$ cat src/rtl/arb_mux_n.sv
// arb_mux_n: N-input arbitrating multiplexer feeding a single-entry output register.
// Each cycle one requesting channel is granted (round-robin or fixed priority) and
// its word is captured when the output register is empty or being drained.
//
// Ports:
//   clk        clock, all state updates on the rising edge
//   rst        synchronous active-high reset
//   in_valid   per-channel request
//   in_data    channel i word at [i*WIDTH +: WIDTH]
//   in_ready   one-hot (or zero) take strobe, combinational
//   out_valid  output register holds a word
//   out_data   captured word
//   out_sel    index of the channel that supplied out_data
//   out_ready  downstream consumes the word when out_valid && out_ready
module arb_mux_n #(
    parameter int unsigned WIDTH   = 32,
    parameter int unsigned NUM_CH  = 4,
    parameter int unsigned SEL_W   = 2,
    parameter int unsigned RR_MODE = 1
) (
    input  logic                    clk,
    input  logic                    rst,
    input  logic [NUM_CH-1:0]       in_valid,
    input  logic [NUM_CH*WIDTH-1:0] in_data,
    output logic [NUM_CH-1:0]       in_ready,
    output logic                    out_valid,
    output logic [WIDTH-1:0]        out_data,
    output logic [SEL_W-1:0]        out_sel,
    input  logic                    out_ready
);

    localparam int unsigned      LAST_CH     = NUM_CH - 1;
    localparam logic [SEL_W-1:0] LAST_IDX    = SEL_W'(LAST_CH);
    localparam bit               ROUND_ROBIN = (RR_MODE != 0);

    // Parameter sanity: channel count range and index width must cover all channels.
    if ((NUM_CH < 2) || (NUM_CH > 16) || ((1 << SEL_W) < NUM_CH)) begin : gBadParams
        $error("arb_mux_n: NUM_CH must be 2..16 and 2**SEL_W >= NUM_CH");
    end

    // Registered state
    logic                validQ;
    logic [WIDTH-1:0]    dataQ;
    logic [SEL_W-1:0]    selQ;
    logic [SEL_W-1:0]    ptrQ;

    // Next-state values
    logic                validD;
    logic [WIDTH-1:0]    dataD;
    logic [SEL_W-1:0]    selD;
    logic [SEL_W-1:0]    ptrD;

    // Arbitration / handshake
    logic                accept;
    logic                grantHit;
    logic [SEL_W-1:0]    grantIdx;
    logic [SEL_W-1:0]    candIdx;
    logic [SEL_W-1:0]    searchBase;
    logic                xfer;
    logic [WIDTH-1:0]    selData;

    // Modular channel index: base + off, wrapped into 0..NUM_CH-1 (off < NUM_CH).
    function automatic logic [SEL_W-1:0] wrapAdd(input logic [SEL_W-1:0] base,
                                                 input int unsigned      off);
        int unsigned sum;
        sum = 32'(base) + off;
        if (sum >= NUM_CH) begin
            sum = sum - NUM_CH;
        end
        return SEL_W'(sum);
    endfunction

    // Register can take a word when empty or when its current word leaves this cycle.
    assign accept = !validQ || out_ready;

    // Fixed priority is a round-robin search anchored at channel 0.
    assign searchBase = ROUND_ROBIN ? ptrQ : '0;

    // Grant search: first requester starting at searchBase, wrapping around.
    always_comb begin
        grantHit = 1'b0;
        grantIdx = '0;
        candIdx  = '0;
        for (int unsigned k = 0; k < NUM_CH; k++) begin
            candIdx = wrapAdd(searchBase, k);
            if (!grantHit && in_valid[candIdx]) begin
                grantHit = 1'b1;
                grantIdx = candIdx;
            end
        end
    end

    assign xfer = accept && grantHit && !rst;

    // Data mux for the granted channel.
    always_comb begin
        selData = '0;
        for (int unsigned i = 0; i < NUM_CH; i++) begin
            if (grantIdx == SEL_W'(i)) begin
                selData = in_data[i*WIDTH +: WIDTH];
            end
        end
    end

    // One-hot take strobe back to the granted source.
    always_comb begin
        in_ready = '0;
        for (int unsigned i = 0; i < NUM_CH; i++) begin
            if (xfer && (grantIdx == SEL_W'(i))) begin
                in_ready[i] = 1'b1;
            end
        end
    end

    // Next-state: capture on transfer, clear valid on drain without refill.
    always_comb begin
        validD = validQ;
        dataD  = dataQ;
        selD   = selQ;
        ptrD   = ptrQ;
        if (xfer) begin
            validD = 1'b1;
            dataD  = selData;
            selD   = grantIdx;
            if (ROUND_ROBIN) begin
                // Pointer moves just past the winner so it gets lowest priority next.
                ptrD = (grantIdx == LAST_IDX) ? '0 : SEL_W'(grantIdx + SEL_W'(1));
            end
        end else if (out_ready) begin
            validD = 1'b0;
        end
    end

    // State register; reset discards any pending word.
    always_ff @(posedge clk) begin
        if (rst) begin
            validQ <= 1'b0;
            dataQ  <= '0;
            selQ   <= '0;
            ptrQ   <= '0;
        end else begin
            validQ <= validD;
            dataQ  <= dataD;
            selQ   <= selD;
            ptrQ   <= ptrD;
        end
    end

    assign out_valid = validQ;
    assign out_data  = dataQ;
    assign out_sel   = selQ;

endmodule

$ cat config.mk
export PLATFORM = sky130hd
export DESIGN_NAME = arb_mux_n
export DESIGN_NICKNAME = d
export VERILOG_FILES = /design/src/rtl/arb_mux_n.sv
export SDC_FILE = /design/constraint.sdc
export NUM_CORES = 1
export LEC_CHECK = 0
export CAP_MARGIN = 25
export CORE_UTILIZATION = 38
export CTS_CLUSTER_SIZE = 25
export DETAILED_ROUTE_END_ITERATION = 8
export GPL_ROUTABILITY_DRIVEN = 0
export MAX_ROUTING_LAYER = met4
export PLACE_DENSITY = 0.87
export SYNTH_ARGS = -nofsm -noshare
export SYNTH_HDL_FRONTEND = slang
export SYNTH_SLANG_ARGS = --single-unit
$ cat constraint.sdc
create_clock -name clk -period 11.4 [get_ports clk]
set_input_delay 3.42 -clock clk [delete_from_list [all_inputs] [get_ports clk]]
set_output_delay 3.42 -clock clk [all_outputs]
set_load 0.01 [all_outputs]
==> results by group, run 1 <==
Worst setup path
  – Crit path max fanout: 35
  – Crit path kind: in -> out
  – Req. time, crit path: 7980 ps
  – Crit path top cell by count: clkdlybuf4s50_1
  – Family with the most delay on the worst path: buffers and inverters
  – Setup crit start kind: input port
  – Worst path slowest cell: clkdlybuf4s50_1
  – Arrival @ worst endpoint: approximately 6100 ps
  – Crit path buffers/inverters: 3
  – CP max stage delay: 570 ps
  – Critical-path cell list: clkdlybuf4s50_1, nand2b_1, a21oi_1, o32ai_1, ha_1, buf_4, and2_1, clkdlybuf4s50_1
  – Critical path endpoint category: output port

Pwr
  – Leak: ~1.7 nW
  – P per Cell Area: ~150 mW/mm^2
  – Peak VDD IR: just over 0.00009 V

Clock network
  – Resize count post-CTS: 0
  – Clock buffer depth: 2
  – Post-CTS Setup Repair Bufs: 0
  – Post-CTS Hold Buffers: 0
  – CTS root buf: clkbuf_8
  – CTS tree: built
  – Clock sink total: 37
  – Clock Latency Late Sink: 280 ps
  – Clock-pin slew on the worst setup and hold paths: approximately 70 ps
  – Total CTS buffers: 5
  – CTS H-tree lvls: 2

Global routing
  – Vias in the first global route: ~2700
  – Initial antenna violation count: 0
  – Tot GR Track Use: between 20% and 30%
  – Total gr overflow: 0
  – Global-route wire length before repair: 12600 microns
  – Largest net degree at the start of global routing: between 60 and 70

STA
  – Fin Setup TNS: 0 ps
  – Worst Clk Skew: 5.48 ps
  – Final Setup Violations: 0
  – Relative slew slack: between 50% and 60%
  – Fmax achieved: 105 MHz
  – Hold Violations, Final: 0
  – Final Critical Period: roughly 9500 ps
  – RSZ-0062 raised after global routing: false
  – Slew @ Worst Pin: around 750 ps
  – Max Transition Viols Final: 0
  – Period utilization: about 83%

Job
  – Max Cap Viol: 0

Route
  – DRT Wirelength: slightly below 9000 microns
  – Routed vias: roughly 3000
  – Routed metal-1 wirelength: 3360 microns
  – DRT Pass-1 Iters: 4
  – Metal3 WL: just over 700 microns
  – 1st-iter DRT viols: approximately 120
  – Wire length per cell: 16.3 microns
  – DRC: 0
  – DR vias/cell: 5.50
  – Antenna viol nets, final: 0
  – DR WL met2: roughly 4500 microns
  – Highest metal used: met4

Synthesis
  – Predominant post-synthesis flop cell: dfxtp_1
  – Synthesized cell area: approximately 0.0024 sq mm
  – Synth Warn #: 0
  – Yosys reg bits: 37
  – Distinct cell type count after synthesis: 32
  – Syn_area_per_cell: ~8.1 sq um
  – Syn_nets: 441
  – Post-synthesis sequential area ratio: a little under a third
  – Post-synthesis async set-or-reset flop share: 0%
  – Post-synth EDFFs: 0
  – Mapped Cells: slightly above 300

Placed design
  – Placed cell count: 524
  – Placed inst area: roughly 0.0042 sq mm
  – Number of I/O port buffers: roughly 170
  – Post-DP HPWL: about 6300 microns

Layout
  – Final net count: between 500 and 600
  – Area taken by multi-input logic gates: about 0.0014 sq mm
  – Sequential cell area: ~740 sq um
  – Fin cells: 532
  – Layout filler cell count: approximately 500
  – Commonest non-fill, non-tap cells in the layout: clkdlybuf4s50_1, a21oi_1, dfxtp_1, inv_1, a221oi_1
  – Final Core Density: a little over two thirds
  – Diode count: 0
  – Commonest non-fill, non-tap cell in the layout: clkdlybuf4s50_1
  – P&R area growth vs syn: 74.6%
  – Layout cell share with drive strength beyond 1: a little over a tenth
  – Design area: between 0.004 and 0.005 sq mm

Floorplanning
  – Initial Util: 40.4%
  – IO Pins: between 150 and 200
  – DIE AREA: ~0.0068 sq mm
  – Row count: 28
  – Die Height: about 82 microns
  – Core area: 0.00606 sq mm
  – Die width: around 82 microns

Status
  – Status: complete, no violations

Min path
  – Hold WC Path Type: reg -> reg
==> final timing paths <==
path	start	end	slack, ps	cells past startpoint
max	in_valid[1]	in_ready[1]	1900	8
min	out_sel[1]$_SDFFE_PP0P_	out_sel[1]$_SDFFE_PP0P_	480	2
max reg2reg	ptrQ[0]$_SDFFE_PP0P_	out_data[10]$_SDFFE_PP0P_	8380	11
min reg2reg	out_sel[1]$_SDFFE_PP0P_	out_sel[1]$_SDFFE_PP0P_	480	2
==> logic make-up (layout without fill, tap and decap cells) <==
logic type,Yosys count,after routing,synth area share [%]
DFF,37,37,30.3
adders and majority gates,4,4,2.05
buffers and inverters,67,222,12.0
AOI/OAI and AO/OA,169,169,49.2
and+or+nand+nor,25,25,6.44
==> metal layers <==
layer | vias to the layer above | GRT usage (%)
li1 | 1432 | -
met1 | 1353 | 25.8
met2 | 133 | 47.3
met3 | 10 | 5.05
met4 | 0 | 7.54
met5 | - | -
==> report_power, final <==
| group | internal (mW) | switching [mW] | total (mW) |
|---|---|---|---|
| clock network | 0.0480 | 0.0441 | 0.0921 |
| logic | 0.186 | 0.171 | 0.357 |
| registers | 0.158 | 0.0152 | 0.174 |
==> synthesized netlist by cell type (3+ instances only) <==
master | number | area share, %
clkbuf_1 | 16 | 2.5
nor2b_1 | 4 | 1.0
buf_2 | 10 | 2.0
a21oi_1 | 70 | 14
a211o_1 | 31 | 11
inv_1 | 34 | 5.2
nand3_1 | 3 | 0.61
ha_1 | 4 | 2.0
and2_1 | 4 | 1.0
nand2_1 | 3 | 0.46
a21oi_2 | 28 | 10
dfxtp_1 | 37 | 30
nor2_1 | 4 | 0.61
a221oi_1 | 32 | 11
==> worst min-delay path: stages (launching register included) <==
cell     delay [ps]
dfxtp_1         320
nand3_1          60
o21ai_1          60
==> through the flow <==
stage / setup WS, ps / power, mW / hold slack, ps
detailed placement: 1940 / 0.532 / 479
global route: 1740 / 0.662 / 513
finish: 1900 / 0.623 / 485
global placement: 2070 / 0.524 / 473
floorplan: 2950 / 0.387 / 472
CTS: 1930 / 0.625 / 489
==> flip-flops by register name (all words and copies together) (netlist names) <==
signal     count
out_sel        2
out_data      32
ptrQ           2
out_valid      1
==> layout make-up <==
type / instances / share of cell area [%]
Timing Repair Buffer: 180 / 42.1
Tap cell: 75 / 2.20
Multi-Input combinational cell: 198 / 33.3
Clock buffer: 7 / 2.02
Inverter: 35 / 3.08
Sequential cell: 37 / 17.3
(Power assumes the default switching activity.)
==> run 2: changes to the inputs <==
- CORE_UTILIZATION: 38 -> 32
- PLACE_DENSITY: 0.87 -> 0.78
- clock period: 11.4 -> 8.6 ns (I/O delays scaled with it)
==> run 2 against run 1 <==
Non-clock buffer count is the same. Utilization down 12 points. Flip-flop and latch count stayed put. First-iteration DRC count is 25% higher. Worst hold slack lost 13 ps. Setup slack worse by 830 ps. Critical path depth is the same. Sequential power increased by 33%. Cell count grew 4.7%. Register-to-register slack got worse by 2900 ps. Wire length rose by 1.3%. Global-route usage is 2.9 points lower. Largest power group unchanged. Largest cell class unchanged.
==> results by group, run 2 (synthesized netlist as in run 1, its figures left out) <==
Floorplanning
  – Initial Util: around a third
  – Row count: 31
  – DIE AREA: between 0.007 and 0.008 sq mm
  – Core area: ~0.0073 sq mm
  – IO Pins: between 150 and 200
  – Die Height: between 80 and 90 microns
  – Die width: 89.4 microns

Pwr
  – Leak: 1.71 nW
  – P per Cell Area: about 190 mW/mm^2
  – Peak VDD IR: between 0.0001 and 0.00015 V

Worst setup path
  – R2r endpoint: out_data[0]$_SDFFE_PP0P_
  – Setup crit start kind: input port
  – Worst flop-to-flop path startpoint: ptrQ[0]$_SDFFE_PP0P_
  – Critical-path cell list: clkdlybuf4s50_1, nor2b_1, a21o_1, a221o_1, or2_2, ha_1, and2_1, clkdlybuf4s50_1
  – Crit path kind: in -> out
  – Crit path max fanout: 4
  – Arrival @ worst endpoint: 4960 ps
  – Crit path top cell by count: clkdlybuf4s50_1
  – R2r setup slk: around 5500 ps
  – CP max stage delay: between 400 and 500 ps
  – Critical path endpoint category: output port
  – R2R depth: 11
  – Req. time, crit path: roughly 6000 ps
  – Worst path slowest cell: clkdlybuf4s50_1

Placed design
  – Post-DP HPWL: 6250 microns
  – Post-place setup slack: 1070 ps
  – Number of I/O port buffers: about 170

Layout
  – Layout filler cell count: around 680
  – Diode count: 0
  – P&R area growth vs syn: 76.1%
  – Layout cell share with drive strength beyond 1: 10.7%
  – Final net count: 596
  – Commonest non-fill, non-tap cells in the layout: clkdlybuf4s50_1, a21oi_1, dfxtp_1, inv_1, a221oi_1
  – Commonest non-fill, non-tap cell in the layout: clkdlybuf4s50_1
  – Largest register FFs: 32
  – Final Core Density: roughly three fifths

STA
  – Hold Violations, Final: 0
  – RSZ-0062 raised after global routing: false
  – Period utilization: about 88%
  – Final setup margin: approximately 1100 ps
  – Fin Setup TNS: 0 ps
  – Slew @ Worst Pin: 736 ps
  – Relative slew slack: between 50% and 60%
  – Max Transition Viols Final: 0
  – Final Setup Violations: 0
  – Worst Clk Skew: approximately 10 ps
  – Final Critical Period: ~7500 ps
  – Min Hold Slack: 472 ps
  – Fmax achieved: ~130 MHz

Global routing
  – Total gr overflow: 0
  – Initial antenna violation count: 0
  – Vias in the first global route: between 2000 and 3000
  – Largest net degree at the start of global routing: between 60 and 70
  – Tot GR Track Use: between 20% and 30%
  – Global-route wire length before repair: 13200 microns

Route
  – Wire length per cell: around 16 microns
  – Antenna viol nets, final: 0
  – Routed vias: slightly below 3000
  – DRC: 0
  – DR vias/cell: 5.25
  – 1st-iter DRT viols: approximately 150
  – DRT Wirelength: 8790 microns
  – DRT Pass-1 Iters: 4

Clock network
  – Total CTS buffers: 5
  – CTS H-tree lvls: 2
  – CTS tree: built
  – Clock buffer depth: 2
  – Clock-pin slew on the worst setup and hold paths: about 80 ps
  – Resize count post-CTS: 0
  – Post-CTS Hold Buffers: 0
  – Clock sink total: 37
  – Post-CTS Setup Repair Bufs: 0
  – Clock Latency Late Sink: roughly 280 ps
  – CTS root buf: clkbuf_8

Min path
  – Hold Path Depth: 2
  – Hold WC Path Type: reg -> reg
  – Hold_sp: out_sel[1]$_SDFFE_PP0P_
  – Worst Hold End: out_sel[1]$_SDFFE_PP0P_

Job
  – Max Cap Viol: 0

Status
  – Status: complete, no violations
-- run 2: cell type report --
cell class	count	area [sq um]	share of cell area (%)
timing repair buffer	180	1810	42.0
inverter	35	131	3.05
multi-input combinational	198	1420	33.0
clock buffer	6	72.6	1.68
sequential	37	741	17.2
clock inverter	2	10.0	0.232
tap	99	124	2.88
-- run 2: power breakdown --
part           switching [mW]  total, mW  internal [mW]
registers              0.0206      0.231          0.210
logic                   0.228      0.476          0.247
clock network          0.0617      0.118         0.0562
-- run 2: worst max path at each step --
stage | slack, ps | start | depth (start not counted) | endpoint
after global routing | 960 | in_valid[1] | 7 | in_ready[0]
after global placement | 1090 | in_valid[3] | 5 | in_ready[2]
after floorplan | 1830 | in_valid[2] | 8 | in_ready[2]
after CTS | 1070 | in_valid[2] | 8 | in_ready[0]
final | 1060 | in_valid[2] | 8 | in_ready[0]
after detailed placement | 1070 | in_valid[2] | 8 | in_ready[0]
-- run 2: per-layer routing --
layer	up-vias	wire length [microns]	share of wire, %	global-route usage (%)
met4	0	119	1.4	5.19
met5	-	0	0	-
li1	1433	-	-	-
met3	8	599	6.8	4.34
met1	1359	3680	42	25.4
met2	122	4390	50	39.6
-- run 2: per-stage QoR --
step,std cells,power (mW),area (sq um)
after floorplan,302,0.513,2450
after global placement,547,0.700,4190
after detailed placement,548,0.710,4200
after CTS,556,0.829,4280
after global routing,557,0.885,4310
final,557,0.824,4310
-- run 2: critical path, delay by kind of cell --
kind                       cells  cell delay (ps)
buffers and inverters          2              980
adders and majority gates      1              240
AOI/OAI and AO/OA              2              500
and+or+nand+nor                3              660
